**config.mk**
```make
export PLATFORM = sky130hd
export DESIGN_NAME = if_id_queue_flat
export DESIGN_NICKNAME = d
export VERILOG_FILES = /design/src/rtl/if_id_queue_if.sv /design/src/rtl/if_id_queue.sv /design/src/flat_wrapper.sv
export SDC_FILE = /design/constraint.sdc
export NUM_CORES = 1
export LEC_CHECK = 0
export ABC_AREA = 1
export CAP_MARGIN = 20
export CORE_ASPECT_RATIO = 2
export CORE_MARGIN = 4
export CORE_UTILIZATION = 45
export DETAILED_ROUTE_END_ITERATION = 6
export GPL_TIMING_DRIVEN = 0
export PLACE_DENSITY = 0.75
export REMOVE_ABC_BUFFERS = 1
export SKIP_LAST_GASP = 1
export SLEW_MARGIN = 20
export SYNTH_ARGS = -nofsm -noshare
export SYNTH_HDL_FRONTEND = slang
export SYNTH_SLANG_ARGS = --single-unit
```
**constraint.sdc**
```tcl
create_clock -name Clk -period 8.6 [get_ports Clk]
set_input_delay 1.29 -clock Clk [delete_from_list [all_inputs] [get_ports Clk]]
set_output_delay 1.29 -clock Clk [all_outputs]
set_load 0.03 [all_outputs]
```
**src/rtl/if_id_queue_if.sv**
```systemverilog
// rtl/if_id_queue_if.sv - fetch/decode handshake bundle for the IF/ID instruction queue
interface if_id_queue_if #(
    parameter int DEPTH = 4
);
    localparam int CW = $clog2(DEPTH + 1);

    logic [31:0]   InstrF;
    logic [31:0]   PCPlus4F;
    logic          ValidF;
    logic          StallD;
    logic          FlushD;
    logic          StallF;
    logic [31:0]   InstrD;
    logic [31:0]   PCPlus4D;
    logic          ValidD;
    logic [CW-1:0] Count;

    // Pipeline side: fetch/decode/hazard logic drives the controls and observes the queue
    modport master (
        output InstrF, PCPlus4F, ValidF, StallD, FlushD,
        input  StallF, InstrD, PCPlus4D, ValidD, Count
    );

    // Queue side
    modport slave (
        input  InstrF, PCPlus4F, ValidF, StallD, FlushD,
        output StallF, InstrD, PCPlus4D, ValidD, Count
    );
endinterface

```
**src/rtl/if_id_queue.sv**
```systemverilog
// rtl/if_id_queue.sv - circular IF/ID instruction queue; optional fetch-to-decode bypass under IF_ID_BYPASS_EN
module if_id_queue #(
    parameter int DEPTH = 4
) (
    input  logic          Clk,
    input  logic          rst,
    if_id_queue_if.slave  bus
);
    localparam int AW = $clog2(DEPTH);
    localparam int CW = $clog2(DEPTH + 1);

    logic [63:0]   mem [DEPTH];
    logic [AW-1:0] rd_ptr;
    logic [AW-1:0] wr_ptr;
    logic [CW-1:0] count;

    logic          full;
    logic          empty;
    logic          push;
    logic          pop;
    logic          byp_take;
    logic          valid_d;
    logic [31:0]   instr_d;
    logic [31:0]   pc_d;
    logic [63:0]   head;

    assign full  = (count == CW'(DEPTH));
    assign empty = (count == '0);
    assign head  = mem[rd_ptr];

`ifdef IF_ID_BYPASS_EN
    logic byp;
    // An empty queue forwards the fetch word straight to decode
    assign byp      = empty && bus.ValidF && !bus.FlushD;
    // A bypassed word that decode accepts is consumed and never stored
    assign byp_take = byp && !bus.StallD;
`else
    assign byp_take = 1'b0;
`endif

    assign push = bus.ValidF && !full && !bus.FlushD && !byp_take;
    assign pop  = !empty && !bus.StallD && !bus.FlushD;

    // Decode-side view: head entry when occupied, forced NOP otherwise
    always_comb begin
        valid_d = !empty;
        instr_d = 32'h0;
        pc_d    = 32'h0;
        if (!empty) begin
            {instr_d, pc_d} = head;
        end
`ifdef IF_ID_BYPASS_EN
        if (byp) begin
            valid_d = 1'b1;
            instr_d = bus.InstrF;
            pc_d    = bus.PCPlus4F;
        end
`endif
    end

    // Storage write; contents are never reset since they are only visible when occupied
    always_ff @(posedge Clk) begin
        if (push && !rst) begin
            mem[wr_ptr] <= {bus.InstrF, bus.PCPlus4F};
        end
    end

    // Pointer and occupancy update: reset beats flush, flush beats push/pop
    always_ff @(posedge Clk) begin
        if (rst) begin
            rd_ptr <= '0;
            wr_ptr <= '0;
            count  <= '0;
        end else if (bus.FlushD) begin
            rd_ptr <= wr_ptr;
            count  <= '0;
        end else begin
            if (push) begin
                wr_ptr <= wr_ptr + AW'(1);
            end
            if (pop) begin
                rd_ptr <= rd_ptr + AW'(1);
            end
            case ({push, pop})
                2'b10:   count <= count + CW'(1);
                2'b01:   count <= count - CW'(1);
                default: count <= count;
            endcase
        end
    end

    assign bus.StallF   = full;
    assign bus.ValidD   = valid_d;
    assign bus.InstrD   = instr_d;
    assign bus.PCPlus4D = pc_d;
    assign bus.Count    = count;
endmodule

```
**src/flat_wrapper.sv**
```systemverilog
// flat-port wrapper written by rule: the top's interface ports become plain ports
module if_id_queue_flat 
#(
    parameter int DEPTH = 4
)
  (Clk, rst, bus_InstrF, bus_PCPlus4F, bus_ValidF, bus_StallD, bus_FlushD, bus_StallF, bus_InstrD, bus_PCPlus4D, bus_ValidD, bus_Count);
  if_id_queue_if #(.DEPTH(DEPTH)) bus_i ();
  input  logic Clk;
  input  logic rst;
  input wire logic [$bits(bus_i.InstrF)-1:0] bus_InstrF;
  input wire logic [$bits(bus_i.PCPlus4F)-1:0] bus_PCPlus4F;
  input wire logic [$bits(bus_i.ValidF)-1:0] bus_ValidF;
  input wire logic [$bits(bus_i.StallD)-1:0] bus_StallD;
  input wire logic [$bits(bus_i.FlushD)-1:0] bus_FlushD;
  output wire logic [$bits(bus_i.StallF)-1:0] bus_StallF;
  output wire logic [$bits(bus_i.InstrD)-1:0] bus_InstrD;
  output wire logic [$bits(bus_i.PCPlus4D)-1:0] bus_PCPlus4D;
  output wire logic [$bits(bus_i.ValidD)-1:0] bus_ValidD;
  output wire logic [$bits(bus_i.Count)-1:0] bus_Count;
  assign bus_i.InstrF = bus_InstrF;
  assign bus_i.PCPlus4F = bus_PCPlus4F;
  assign bus_i.ValidF = bus_ValidF;
  assign bus_i.StallD = bus_StallD;
  assign bus_i.FlushD = bus_FlushD;
  assign bus_StallF = bus_i.StallF;
  assign bus_InstrD = bus_i.InstrD;
  assign bus_PCPlus4D = bus_i.PCPlus4D;
  assign bus_ValidD = bus_i.ValidD;
  assign bus_Count = bus_i.Count;
  if_id_queue #(.DEPTH(DEPTH)) u_core (.Clk(Clk), .rst(rst), .bus(bus_i));
endmodule
```
==> out/qor.yml <==
avgViaCountPerCell: 5.25
clock_path_buffers: 3
ant_nets: 0
die_area_sq_um: 25800
cts_setup_buffers: 0
post_dp_cell_area_sq_um: 12300
initial_utilization_pct: 45.9
clk_pin_slew_worst_paths_ns: 0.07
worst-path-max-fanout: 43
utilization_pct: 57.2
powerDensity_nw_per_um2: 205
hold_class: "reg2reg"
finalCritPeriodShare_pct: 50.3
p_leak_uw: 0.00435
io_buffers: 137
ys_seq_area_share_pct: 75.4
synthCells: 831
core_region_area_sq_um: 22700
regToRegSetupSlack_ns: 6.35
die_h_microns: 223
antenna_found_initial: 1
crit_required_ns: 7.31
fin_tns_setup_ns: 0
pre_cts_ws_ns: 4.78
ys_ff_latch: 265
row_count: 78
cts-resized-gates: 0
grt_pass1_vias: 6716
finalWirelength_mm: 22.7
cts_inserted_buffers: 22
overflow: 0
grt_first_pass_wirelength_mm: 35.0
synthTopCellsByArea: "edfxtp_1 74%, nor2_1 9.6%, o21ai_0 5.8%"
yosysWarnings: 0
start_kind: "flop"
nNetsFinal: 1038
root_buffer: "clkbuf_16"
die_w_microns: 116
drive_gt1_share_pct: 5.93
cts_tree: "yes"
area_growth_pct: 24.7
yosys.area.top_type: "edfxtp_1"
cp.arrival_ns: 3.03
yosysUniqueCellTypes: 19
cap_violations: 0
finalPower_uw: 2670
wl_per_cell_microns: 18.0
rsz0062_at_grt: "false"
track_usage_pct: 17.5
outcome: "completed"
initialDrtViolationCount: 424
clock_latency_ns: 0.51
setup_viol: 0
syn-cell-area_sq_um: 10400
fin_area_sq_um: 13000
fin_worst_skew_ns: 0.0101
crit_type: "reg2out"
cts.hold.buffers_added: 0
final_max_slew_viol_count: 0
clock_sinks: 265
slew_headroom_pct: 54.1
route.detailed.drc: 0
fmax_ghz: 0.231
dp_hpwl_mm: 13.6
drtPass1Iterations: 5
worst_pin_slew_ns: 0.687
vias: 6611
synth_top_area_share_pct: 73.6
cp-end-kind: "output port"
setup_ws_ns: 4.28
grt_max_degree: 77
io_pins: 138
cts_max_level: 1
layout_min_cycle_time_ns: 4.32
gp_congestion: 0.711
final_cell_mix: "263 x nor2_1, 256 x edfxtp_1, 137 x clkdlybuf4s50_1, 121 x o21ai_0, 67 x a21oi_1"
vdd_drop_max_mv: 0.192
final_common_cell: "nor2_1"
hold_violations: 0
postSynthAreaPerCell_sq_um: 12.6
[routing by layer]
metal / track usage [%] / up-vias / wire length (microns)
met5: 0 / - / 0
met4: 6.48 / 0 / 603
met3: 2.20 / 34 / 996
met2: 32.8 / 164 / 12500
met1: 19.9 / 3229 / 8570
li1: - / 3184 / -
[registers in the layout, indices dropped and copies added, names as in the netlist, named ones only]
name,flops
u_core.mem,256
u_core.bus.Count,3
u_core.rd_ptr,2
u_core.wr_ptr,2
[cell type report]
type / count / area [sq um]
Timing Repair Buffer: 155 / 1770
Clock buffer: 27 / 591
Clock inverter: 12 / 118
Antenna cell: 1 / 2.50
Sequential cell: 265 / 7880
Tap cell: 280 / 350
Fill cell: 1801 / 9720
Inverter: 23 / 96.3
Multi-Input combinational cell: 496 / 2220
[logic make-up after synthesis]
group,count (synthesis),share of synthesized area [%]
AO/OA/AOI/OAI,199,9.56
flip-flops,265,75.4
XOR/XNOR,1,0.0839
buffers and inverters,70,3.69
adder cells (fa/ha/maj),6,0.791
AND/OR/NAND/NOR,290,10.5
[report_power, final]
part	switching (uW)	total [uW]	internal, uW
clock network	431	982	551
logic	148	245	97.0
registers	11.5	1440	1430
total	591	2670	2080
[cells in the mapped netlist]
cell / n
edfxtp_1: 256
buf_6: 12
dfxtp_1: 9
inv_1: 20
fa_1: 1
o21ai_1: 10
nand2_1: 17
o21ai_0: 121
ha_1: 5
buf_4: 4
nor2_1: 267
nand3_1: 6
buf_1: 6
a21oi_1: 67
clkbuf_1: 11
buf_2: 14
xor2_1: 1
a211oi_1: 1
inv_2: 3
[worst max-delay path, stage by stage, from the launching register on]
cell             delay, ns
dfxtp_4               0.61
buf_12                0.30
inv_4                 0.18
buf_12                0.24
nor2_1                0.12
o21ai_1               0.07
a21oi_1               0.24
clkdlybuf4s50_1       0.72
[per-stage QoR]
step | instances | hold WS [ns]
2_1_floorplan | 784 | 0.481
3_3_place_gp | 1201 | 0.491
3_5_place_dp | 1219 | 0.492
4_1_cts | 1258 | 0.505
5_1_grt | 1259 | 0.535
6_report | 1259 | 0.502
[path summary, 6_finish.rpt]
kind	startpoint	depth (start not counted)	end
hold reg to reg	u_core.bus.Count[0]	2	u_core.bus.Count[0]
setup reg to reg	u_core.bus.Count[1]	7	u_core.mem[2][30]
hold / removal	u_core.bus.Count[0]	2	u_core.bus.Count[0]
setup / recovery	flop	7	bus_PCPlus4D[3]
Note: power is estimated with default switching activity, not from simulation.
